<file path="src/rtl/gsim_pkg.sv">
// Shared definitions for the gsim host: state encoding, buffer geometry and word widths.
package gsim_pkg;

    localparam int N_WORDS = 16;
    localparam int B_W     = 16;
    localparam int X_W     = 32;
    localparam int CNT_W   = $clog2(N_WORDS);

    typedef enum logic [2:0] {
        ST_IDLE,
        ST_SEND,
        ST_WAIT,
        ST_COLLECT,
        ST_DONE
    } state_e;

    function automatic logic is_last(input logic [CNT_W-1:0] c);
        return c == CNT_W'(N_WORDS - 1);
    endfunction

endpackage

</file>
<file path="src/rtl/gsim_host_fsm.sv">
// Sequencer for the gsim host: state register, word counter and (with GSIM_HOST_TIMEOUT_EN) the WAIT timeout.
module gsim_host_fsm
    import gsim_pkg::*;
#(
    parameter int TIMEOUT_CYCLES = 1024
) (
    input  logic             clk,
    input  logic             reset,
    input  logic             start,
    input  logic             out_valid,
    output logic [CNT_W-1:0] cnt,
    output logic             in_en,
    output logic             cap_en,
    output logic             load_ok,
    output logic             busy,
    output logic             done,
    output logic             timeout
);

    if (TIMEOUT_CYCLES < 1) begin : g_bad_cfg
        $error("gsim_host_fsm: TIMEOUT_CYCLES must be at least 1");
    end

    state_e           state_q, state_d;
    logic [CNT_W-1:0] cnt_q, cnt_d;

`ifdef GSIM_HOST_TIMEOUT_EN
    localparam int TMO_W = $clog2(TIMEOUT_CYCLES + 1);

    logic [TMO_W-1:0] tmo_q, tmo_d;
    logic             timeout_q, timeout_d;
`endif

    // NOTE: every signal assigned here gets a default first so no latch is inferred.
    always_comb begin
        state_d = state_q;
        cnt_d   = cnt_q;
`ifdef GSIM_HOST_TIMEOUT_EN
        tmo_d     = '0;
        timeout_d = timeout_q;
`endif
        case (state_q)
            ST_IDLE, ST_DONE: begin
                if (start) begin
                    state_d = ST_SEND;
                    cnt_d   = '0;
`ifdef GSIM_HOST_TIMEOUT_EN
                    timeout_d = 1'b0;
`endif
                end
            end
            ST_SEND: begin
                // Counter wraps 15->0, so WAIT starts at index 0.
                cnt_d = cnt_q + CNT_W'(1);
                if (is_last(cnt_q)) begin
                    state_d = ST_WAIT;
                end
            end
            ST_WAIT: begin
                if (out_valid) begin
                    cnt_d   = cnt_q + CNT_W'(1);
                    state_d = is_last(cnt_q) ? ST_DONE : ST_COLLECT;
                end
`ifdef GSIM_HOST_TIMEOUT_EN
                else if (tmo_q == TMO_W'(TIMEOUT_CYCLES - 1)) begin
                    state_d   = ST_IDLE;
                    timeout_d = 1'b1;
                end else begin
                    tmo_d = tmo_q + TMO_W'(1);
                end
`endif
            end
            ST_COLLECT: begin
                if (out_valid) begin
                    cnt_d = cnt_q + CNT_W'(1);
                    if (is_last(cnt_q)) begin
                        state_d = ST_DONE;
                    end
                end
            end
            default: state_d = ST_IDLE;
        endcase
    end

    // NOTE: sequential state uses non-blocking assignments so all flops update together.
    always_ff @(posedge clk or negedge reset) begin
        if (!reset) begin
            state_q <= ST_IDLE;
            cnt_q   <= '0;
        end else begin
            state_q <= state_d;
            cnt_q   <= cnt_d;
        end
    end

`ifdef GSIM_HOST_TIMEOUT_EN
    always_ff @(posedge clk or negedge reset) begin
        if (!reset) begin
            tmo_q     <= '0;
            timeout_q <= 1'b0;
        end else begin
            tmo_q     <= tmo_d;
            timeout_q <= timeout_d;
        end
    end

    assign timeout = timeout_q;
`else
    assign timeout = 1'b0;
`endif

    always_comb begin
        in_en   = (state_q == ST_SEND);
        busy    = (state_q != ST_IDLE) && (state_q != ST_DONE);
        done    = (state_q == ST_DONE);
        load_ok = !busy;
        cap_en  = out_valid && ((state_q == ST_WAIT) || (state_q == ST_COLLECT));
    end

    assign cnt = cnt_q;

endmodule

</file>
<file path="src/rtl/gsim_host.sv">
// Host for a 16-word solver: streams the b buffer out, then captures 16 results into a readable buffer.
// Optional WAIT timeout is enabled by defining GSIM_HOST_TIMEOUT_EN.
module gsim_host
    import gsim_pkg::*;
#(
    parameter int TIMEOUT_CYCLES = 1024
) (
    input  logic           clk,
    input  logic           reset,
    input  logic           load_en,
    input  logic [3:0]     load_addr,
    input  logic [B_W-1:0] load_data,
    input  logic           start,
    output logic           in_en,
    output logic [B_W-1:0] b_out,
    input  logic           out_valid,
    input  logic [X_W-1:0] x_in,
    input  logic [3:0]     rd_addr,
    output logic [X_W-1:0] rd_data,
    output logic           busy,
    output logic           done,
    output logic           timeout
);

    logic [CNT_W-1:0] cnt;
    logic             cap_en;
    logic             load_ok;

    logic [B_W-1:0] b_mem   [N_WORDS];
    logic [X_W-1:0] res_mem [N_WORDS];

    gsim_host_fsm #(
        .TIMEOUT_CYCLES(TIMEOUT_CYCLES)
    ) u_fsm (
        .clk      (clk),
        .reset    (reset),
        .start    (start),
        .out_valid(out_valid),
        .cnt      (cnt),
        .in_en    (in_en),
        .cap_en   (cap_en),
        .load_ok  (load_ok),
        .busy     (busy),
        .done     (done),
        .timeout  (timeout)
    );

    // NOTE: buffers carry no reset; contents are only meaningful once written.
    always_ff @(posedge clk) begin
        if (load_en && load_ok) begin
            b_mem[load_addr] <= load_data;
        end
    end

    always_ff @(posedge clk) begin
        if (cap_en) begin
            res_mem[cnt] <= x_in;
        end
    end

    assign b_out   = in_en ? b_mem[cnt] : '0;
    assign rd_data = res_mem[rd_addr];

endmodule

</file>
<file path="config.mk">
export PLATFORM = sky130hd
export DESIGN_NAME = gsim_host
export DESIGN_NICKNAME = d
export VERILOG_FILES = /design/src/rtl/gsim_pkg.sv /design/src/rtl/gsim_host_fsm.sv /design/src/rtl/gsim_host.sv
export SDC_FILE = /design/constraint.sdc
export NUM_CORES = 1
export LEC_CHECK = 0
export CAP_MARGIN = 0
export CORE_MARGIN = 10
export CORE_UTILIZATION = 40
export DETAILED_ROUTE_END_ITERATION = 10
export MAX_ROUTING_LAYER = met4
export PLACE_DENSITY = 0.56
export SLEW_MARGIN = 20
export SYNTH_ARGS = -nofsm -noshare
export SYNTH_HDL_FRONTEND = slang
export SYNTH_SLANG_ARGS = --single-unit
</file>
<file path="constraint.sdc">
create_clock -name clk -period 8.85 [get_ports clk]
set_clock_uncertainty 0.1 [all_clocks]
set_input_delay 1.3275 -clock clk [delete_from_list [all_inputs] [get_ports clk]]
set_output_delay 1.3275 -clock clk [all_outputs]
set_load 0.05 [all_outputs]
</file>
* Word level (Yosys, flattened, before mapping) *
Memory sizes are Yosys's and may differ from the RTL's.
Cells that the tools add are included.

cells by class
  eq/ne operators = 12
  add/sub/neg operators = 1
  reductions and logical operators = 12
  mux-type cells = 15

operators by type and width
  cell                 number
  $mux 3               6
  $mux 16              1
  $pmux 3 s4           1
  $pmux 4 s3           1
  $mux 4               2
  $eq 3x2->1 const B   2
  $ne 2x1->1 const B   3
  $ne 2x2->1 const B   3
  $reduce_bool 3->1    2
  $reduce_and 5->1     1
  $add 4x1->4 const B  1
  $eq 4x4->1 const B   1
  $mux 1               4
  $reduce_or 2->1      2
  $eq 3x1->1 const B   1
  $eq 3x3->1 const B   1
  $logic_and 1x1->1    3
  $logic_not 3->1      1
  $ne 3x3->1 const B   1
  $reduce_and 3->1     1
  $logic_not 1->1      1
  $logic_or 1x1->1     1

storage, ports and cells
  register bits after elaboration = 7
  RAM bits = 768
  output and inout bits = 52
  word-level logic and storage cells = 44
  input bits = 61
  memories kept = 2

memory list
  memory   depth  bits a word  rd ports  clocked after memory_dff  wr ports  line             text
  res_mem  16     32           1         0                         1         gsim_host.sv:30  logic [X_W-1:0] res_mem [N_WORDS];
  b_mem    16     16           1         0                         1         gsim_host.sv:29  logic [B_W-1:0] b_mem [N_WORDS];

* Logic depth before layout (Yosys ltp) *
Gate-level depths: netlist of the first run.

  depth after elaboration = 6
  depth in mapped cells = 7
  gate-level depth less buffers = 5

* Hierarchy *
From an unflattened synthesis of the first run, not the netlist that was laid out.

second synthesis, totals
  cell total of the unflattened synthesis = 1328
  area, all modules = 29480.8 um^2

modules (own cells, without submodules)
  module         times used  area each (um^2)  cells each  sequential area each (um^2)
  gsim_host      1           29071.6           1283        23062.1
  gsim_host_fsm  1           409.1             45          175.2

* Worst setup path before layout of the first run *
Ideal clock, no wire load.

  path type = input to register
  start = input port out_valid
  end = memory res_mem[0][0] (enable)
  arrival time = 3.996 ns
  path buffers = 1
  setup time = 0.461 ns
  data required time = 8.289 ns
  cell stages on the path = 4
  setup slack = 4.293 ns
  cells stage by stage = and3_1 clkbuf_1 nand2_1 nor3_1

on the way
  word-level cells in the longest chain between the ends = 3

RTL lines
  item                          line                  text
  from (decl)                   gsim_host.sv:16       input logic out_valid,
  $logic_and 1x1->1             gsim_host_fsm.sv:117  cap_en = out_valid && ((state_q == ST_WAIT) || (state_q == ST_COLLECT));
  $mux 1                        gsim_host.sv:56       if (cap_en) begin
  $mux 1 (not written as such)  gsim_host.sv:57       res_mem[cnt] <= x_in;
  to (decl)                     gsim_host.sv:30

No other way between the ends.

* Final worst setup path of the first run *
  start = input port rd_addr[0]
  end = output port rd_data[15]

on the way
  word-level cells in the longest chain between the ends = 1

RTL lines
  item           line             text
  from (decl)    gsim_host.sv:18  input logic [3:0] rd_addr,
  $mem_v2 16x32  --
  to (decl)      gsim_host.sv:19  output logic [X_W-1:0] rd_data,

No other way between the ends.

==> summary.md, run 1 <==
| Metric | Value |
|---|---|
| Cts bufs inserted | `83` |
| Share of cells above drive strength 1 | `25.9%` |
| Max Slew Vio Count | `0` |
| Largest net degree at the start of global routing | `72` |
| CTS tree | `yes` |
| Cells after DPL | `2328` |
| Synth warn | `0` |
| Row count | `99` |
| Clock sink count | `775` |
| Final GP Congestion | `0.710` |
| Vias per std cell | `5.48` |
| WS Path Type | `primary input to output port` |
| Reg-to-Reg Start | `u_fsm.cnt[1]` |
| Deepest clock path buffer count | `3` |
| H-tree depth | `3` |
| Clock Latency Late Sink | `0.62 ns` |
| Sequential area share after synthesis | `79.0%` |
| Post-CTS Setup Bufs | `0` |
| Cell chain of the critical path | `clkbuf_8, buf_4, mux4_2, a22oi_1, nand2_1, clkdlybuf4s50_1` |
| Nets | `1520` |
| Root buf cell | `clkbuf_16` |
| Fin Setup TNS | `0 ns` |
| Multi-input logic area | `0.00600 mm^2` |
| Simple-gate area share of the yosys netlist | `1.94%` |
| Reg2reg setup slack | `5.50 ns` |
| Number of synthesized register bits | `775` |
| WP data required | `7.42 ns` |
| Post-DRT Antenna Nets | `0` |
| Sequential cell area | `0.0232 mm^2` |
| Max Cap Violations | `0` |
| CP Max Fanout | `57` |
| Avg WL per Cell | `27.0 um` |
| Synth Area in Compound Gates | `2.84%` |
| Number of global-route vias before repair | `14400` |
| Synthesis-to-layout area growth | `17.2%` |
| Die Y | `291 um` |
| Setup crit start kind | `primary input` |
| Endpoints failing setup | `0` |
| FFs w/ async S/R, synth | `0.903%` |
| Max stage delay on crit path | `0.76 ns` |
| Final setup margin | `2.99 ns` |
| Mapped cell area | `0.0294 mm^2` |
| PD cells | `260 mW/mm^2` |
| Cells after synthesis | `1282` |
| Arrival @ worst endpoint | `4.43 ns` |
| Final Hold Vio Count | `0` |
| Filler instances | `5949` |
| Synth Flop Type | `edfxtp_1` |
| Reg2reg end | `res_mem[14][9]` |
| Total GRT Usage | `16.2%` |
| Crit path time final | `5.86 ns` |
| # hold bufs at CTS | `0` |
| Synth Area in XOR/XNOR | `0%` |
| Hold path start | `u_fsm.state_q[2]` |
| Distinct cells, synth | `43` |
| Largest family of logic cells by synthesized area | `multiplexers` |
| Core area | `0.0730 mm^2` |
| First-pass GRT wire length | `98900 um` |
| Crit. End Element | `output port` |
| Reg2Reg Depth | `5` |
| IO Pins | `113` |
| Min-Delay Endpoint | `u_fsm.state_q[2]` |
| Pleak | `10.8 nW` |
| Routed vias | `13600` |
| Adder-Cell Fraction of Synth Area | `0.213%` |
| Worst slack at placement | `2.92 ns` |
| RSZ-0062 raised after global routing | `no` |
| Delay-heaviest family, CP | `buffers and inverters` |
| Critical-path top delay cell | `buf_4` |
| Critical path depth | `6` |
| Rel. slew slack | `23.3%` |
| Mux share of post-synthesis cell area | `14.8%` |
| Post-synth EDFFs | `768` |
| Layout Cells excl Fill | `2483` |
| Mapped Nets | `1348` |
| Die Area | `0.0848 mm^2` |
| HPWL after DPL | `34900 um` |
| CTS clk-pin slew, worst paths | `0.05 ns` |
| Worst Max-Slew Pin Slew | `1.15 ns` |
| Fin crit share | `66.2%` |
| DRT Wirelength | `67100 um` |
| PortBufs | `111` |
| Initial Utilization | `40.3%` |
| Die X | `291 um` |
| Initial antenna violation count | `8` |
| Status | `finished clean` |
| DRC violations left | `0` |
| Syn avg cell area | `22.9 um^2` |
| Grt total ovfl | `0` |
| Max frequency | `0.171 GHz` |
| Pre-Repair DR Iteration Count | `5` |
| Hold Path Depth | `2` |
| Post-CTS Resized | `0` |
| Crit path buffers/inverters | `3` |
| Hold crit path type | `register to register` |
| Max VDD drop | `0.288 mV` |
| Starting DRT DRC Count | `1138` |
## routing by layer
metal,wire length [um],part of all wire (%),track usage [%]
met1,28400,42,21.0
met2,33800,50,26.1
met3,3810,5.7,3.26
met4,1090,1.6,3.77
met5,0,0,-
## logic make-up after synthesis
group / after synthesis
simple gates: 121
fa+ha+maj: 5
mux: 195
other cells: 1
flops: 775
buf+inv: 73
compound gates: 112
## final cells by class
cell class	count	area share, %
multi-input combinational	434	17.4
clock buffer	107	6.35
clock inverter	40	1.01
sequential	775	67.4
antenna	8	0.0581
inverter	5	0.0544
timing repair buffer	155	4.24
tap	959	3.48
## worst min-delay path: stages, from the launching register on
cell,delay [ns]
dfrtp_1,0.43
nand2_1,0.07
o31ai_1,0.06
## power by group
group	internal [mW]	switching (mW)	total, mW
sequential	4.16	0.119	4.28
combinational	0.582	0.881	1.46
clock	1.84	1.38	3.23
## cells in the final DEF, fill, tap and decap left out, types with 12 or more instances in the layout
master	count
clkbuf_1	23
nor2_2	12
clkinv_1	16
nor2_4	16
clkdlybuf4s50_1	109
a22oi_1	94
nand2_1	57
edfxtp_1	768
clkinv_2	14
mux4_2	191
clkbuf_16	84
buf_4	44
## cell usage after synthesis (all sizes together) (7+ instances only)
cell type | instances | area share (%)
a22oi | 95 | 2.4
buf | 43 | 0.84
clkbuf | 25 | 0.32
dfrtp | 7 | 0.60
edfxtp | 768 | 78
mux4 | 191 | 15
nand2 | 57 | 0.73
nand2b | 7 | 0.15
nor2 | 32 | 0.49
nor3 | 10 | 0.21
## through the flow
| stage | utilization (%) | hold slack [ns] | cell area, um^2 | power [mW] |
|---|---|---|---|---|
| detailed placement | 43.7 | 0.480 | 31900 | 5.86 |
| floorplan | - | 0.433 | 29400 | 5.34 |
| global placement | 43.7 | 0.472 | 31900 | 5.84 |
| finish | 47.3 | 0.492 | 34500 | 8.97 |
| global route | 47.3 | 0.550 | 34500 | 9.32 |
| CTS | 47.2 | 0.492 | 34500 | 9.08 |
## how the worst max path moves through the flow
stage	startpoint	end	slack, ns
floorplan	out_valid	res_mem[0][0]	4.29
global placement	rd_addr[0]	rd_data[15]	2.90
detailed placement	rd_addr[0]	rd_data[15]	2.92
CTS	rd_addr[0]	rd_data[15]	2.92
global route	rd_addr[0]	rd_data[25]	2.70
finish	rd_addr[0]	rd_data[15]	2.99
## registers in the layout (all words and copies together), names as in the netlist
signal	cells
res_mem	512
b_mem	256
u_fsm.state_q	3
u_fsm.cnt	4
(Power assumes the default switching activity.)
==> run 2: changes to the inputs <==
--- a/config.mk
+++ b/config.mk
@@ -10,7 +10,7 @@
 export CORE_UTILIZATION = 40
 export DETAILED_ROUTE_END_ITERATION = 10
 export MAX_ROUTING_LAYER = met4
-export PLACE_DENSITY = 0.56
+export PLACE_DENSITY = 0.58
 export SLEW_MARGIN = 20
 export SYNTH_ARGS = -nofsm -noshare
 export SYNTH_HDL_FRONTEND = slang
==> constraint.sdc (replaced) <==
create_clock -name clk -period 4.8 [get_ports clk]
set_clock_uncertainty 0.1 [all_clocks]
set_input_delay 0.72 -clock clk [delete_from_list [all_inputs] [get_ports clk]]
set_output_delay 0.72 -clock clk [all_outputs]
set_load 0.05 [all_outputs]
==> summary.md, run 2 (same netlist as run 1, synthesis figures left out) <==
| Metric | Value |
|---|---|
| Met1 wire length | `28000 um (-1.4%)` |
| Max frequency | `0.220 GHz` |
| Die X | `291 um (unchanged)` |
| Cells after DPL | `2348 (+0.86%)` |
| Commonest non-fill, non-tap cell in the layout | `edfxtp_1` |
| Layout Cells excl Fill | `2498 (+0.60%)` |
| WP data required | `3.98 ns (-3.44 ns)` |
| PD cells | `480 mW/mm^2 (+84%)` |
| Max layer used | `met4` |
| DR WL met3 | `3890 um (+2.2%)` |
| Die Y | `291 um (unchanged)` |
| Critical-path top delay cell | `clkdlybuf4s50_1` |
| Root buf cell | `clkbuf_16` |
| Final GP Congestion | `0.734 (+3.4%)` |
| Post-layout util | `47.6% (+0.38 points)` |
| Nets | `1538 (+1.2%)` |
| Number of global-route vias before repair | `14700 (+1.9%)` |
| Worst Max-Slew Pin Slew | `0.797 ns (-0.353 ns)` |
| Routed length on met2 | `33500 um (-0.91%)` |
| Core area | `0.0730 mm^2 (unchanged)` |
| Net switching share of the total power | `26.3% (-0.31 points)` |
| Endpoints failing setup | `0 (unchanged)` |
| Post-CTS Resized | `0 (unchanged)` |
| Crit path buffers/inverters | `2 (-1)` |
| Delay-heaviest family, CP | `buffers and inverters` |
| CTS tree | `yes` |
| Initial antenna violation count | `5 (-3)` |
| Share of cells above drive strength 1 | `26.9% (+1.1 points)` |
| Vias per std cell | `5.53 (+0.90%)` |
| # hold bufs at CTS | `0 (unchanged)` |
| DRC violations left | `0 (unchanged)` |
| RSZ-0062 raised after global routing | `no` |
| DRT Wirelength | `66900 um (-0.26%)` |
| Synthesis-to-layout area growth | `18.2%` |
| Rel. slew slack | `46.9% (+24 points)` |
| Max VDD drop | `0.460 mV (+60%)` |
| Crit. End Element | `output port` |
| Initial Utilization | `40.3% (unchanged)` |
| Combinational share of power | `16.7% (+0.4 points)` |
| Deepest clock path buffer count | `3 (unchanged)` |
| Cts bufs inserted | `81 (-2.4%)` |
| Hold crit path type | `primary input to asynchronous set/reset pin` |
| First-pass GRT wire length | `99600 um (+0.72%)` |
| Crit path time final | `4.55 ns` |
| Max stage delay on crit path | `0.83 ns (+0.07 ns)` |
| P_sw | `4.38 mW (+84%)` |
| Avg WL per Cell | `26.8 um (-0.86%)` |
| Arrival @ worst endpoint | `3.73 ns (-0.70 ns)` |
| Max reg flops | `512 (unchanged)` |
| Cell chain of the critical path | `nand2b_1, nor2_2, buf_4, a22oi_1, nand2_1, clkdlybuf4s50_1` |
| Clock Latency Late Sink | `0.60 ns (-0.02 ns)` |
| Total GRT Usage | `16.2% (about the same)` |
| Top reg by flops | `res_mem` |
| CTS clk-pin slew, worst paths | `0.06 ns (about the same)` |
| Routed vias | `13800 (+1.5%)` |
| H-tree depth | `3 (unchanged)` |
| Row count | `99 (unchanged)` |
| HPWL after DPL | `38500 um (+10%)` |
| Sequential share of power | `47.2% (-0.5 points)` |
| Final Hold Vio Count | `0 (unchanged)` |
| Final Power | `16.7 mW (+86%)` |
| Filler instances | `5894 (-0.92%)` |
| Pleak | `10.9 nW (+1.3%)` |
| Post-DRT Antenna Nets | `0 (unchanged)` |
| Setup crit start kind | `register` |
| Largest net degree at the start of global routing | `50 (-31%)` |
| Post-CTS Setup Bufs | `0 (unchanged)` |
| Die Area | `0.0848 mm^2 (unchanged)` |
| IO Pins | `113 (unchanged)` |
| Pre-Repair DR Iteration Count | `5 (unchanged)` |
| Max Cap Violations | `0 (unchanged)` |
| Max Slew Vio Count | `0 (unchanged)` |
| Status | `finished clean` |
| Clock sink count | `775 (unchanged)` |
| Fin Setup TNS | `0 ns (unchanged)` |
| WS Path Type | `register to output port` |
| Most frequent cells in the layout | `edfxtp_1 (768), mux4_2 (191), clkdlybuf4s50_1 (109)` |
| Clk network pwr share | `36.0% (about the same)` |
| CP Max Fanout | `15 (-74%)` |
| Starting DRT DRC Count | `1223 (+7.5%)` |
| Grt total ovfl | `0 (unchanged)` |
| Fin crit share | `94.8%` |
| Power Internal | `12.3 mW (+87%)` |
| PortBufs | `111 (unchanged)` |
[run 2: cell count changes in the layout (fill, tap and decap cells not counted), moves of 5 or more]
cell / before / now
buf_4: 44 / 54
clkbuf_1: 23 / 15
buf_12: 0 / 11
clkinv_1: 16 / 21
[run 2: path summary, 6_finish.rpt]
kind | to | slack, ns | depth (start not counted) | start
worst max-delay path | b_out[10] | 0.25 | 6 | u_fsm.cnt[3]
worst min-delay path | u_fsm.state_q[1] | 0.29 | 1 | reset
worst max register to register | res_mem[15][13] | 1.68 | 5 | u_fsm.cnt[1]
worst min register to register | u_fsm.state_q[2] | 0.52 | 2 | u_fsm.state_q[2]
max in group asynchronous | u_fsm.cnt[0] | 4.00 | 1 | reset
min in group clk | u_fsm.state_q[2] | 0.52 | 2 | u_fsm.state_q[2]
[run 2: metrics by stage]
step	setup slack, ns	hold slack (ns)	instance area [um^2]
2_1_floorplan	0.828	0.324	29400
3_3_place_gp	0.696	0.464	32200
3_5_place_dp	0.633	0.500	32200
4_1_cts	0.199	0.262	34700
5_1_grt	0.0265	0.281	34800
6_report	0.250	0.293	34800
[run 2: power groups by stage]
stage                     clock network (mW)  registers [mW]  logic [mW]
final                                   6.01            7.88        2.79
after global routing                    6.42            7.91        2.98
after CTS                               6.13            7.89        2.85
after detailed placement                   0            8.03        2.83
after global placement                     0            8.01        2.81
after floorplan                            0            7.88        1.97
[run 2: per-layer routing]
layer,GRT usage (%),up-vias
li1,-,5862
met3,3.13,104
met5,-,-
met2,26.1,420
met1,20.9,7439
met4,4.41,0
[run 2: area by class of cell]
cell class	count	area, um^2	share of cell area, %
sequential	775	23200	66.9
multi-input combinational	434	5990	17.2
clock buffer	98	2130	6.14
timing repair buffer	175	1730	4.98
tap	959	1200	3.45
clock inverter	47	424	1.22
inverter	5	18.8	0.0540
antenna	5	12.5	0.0360
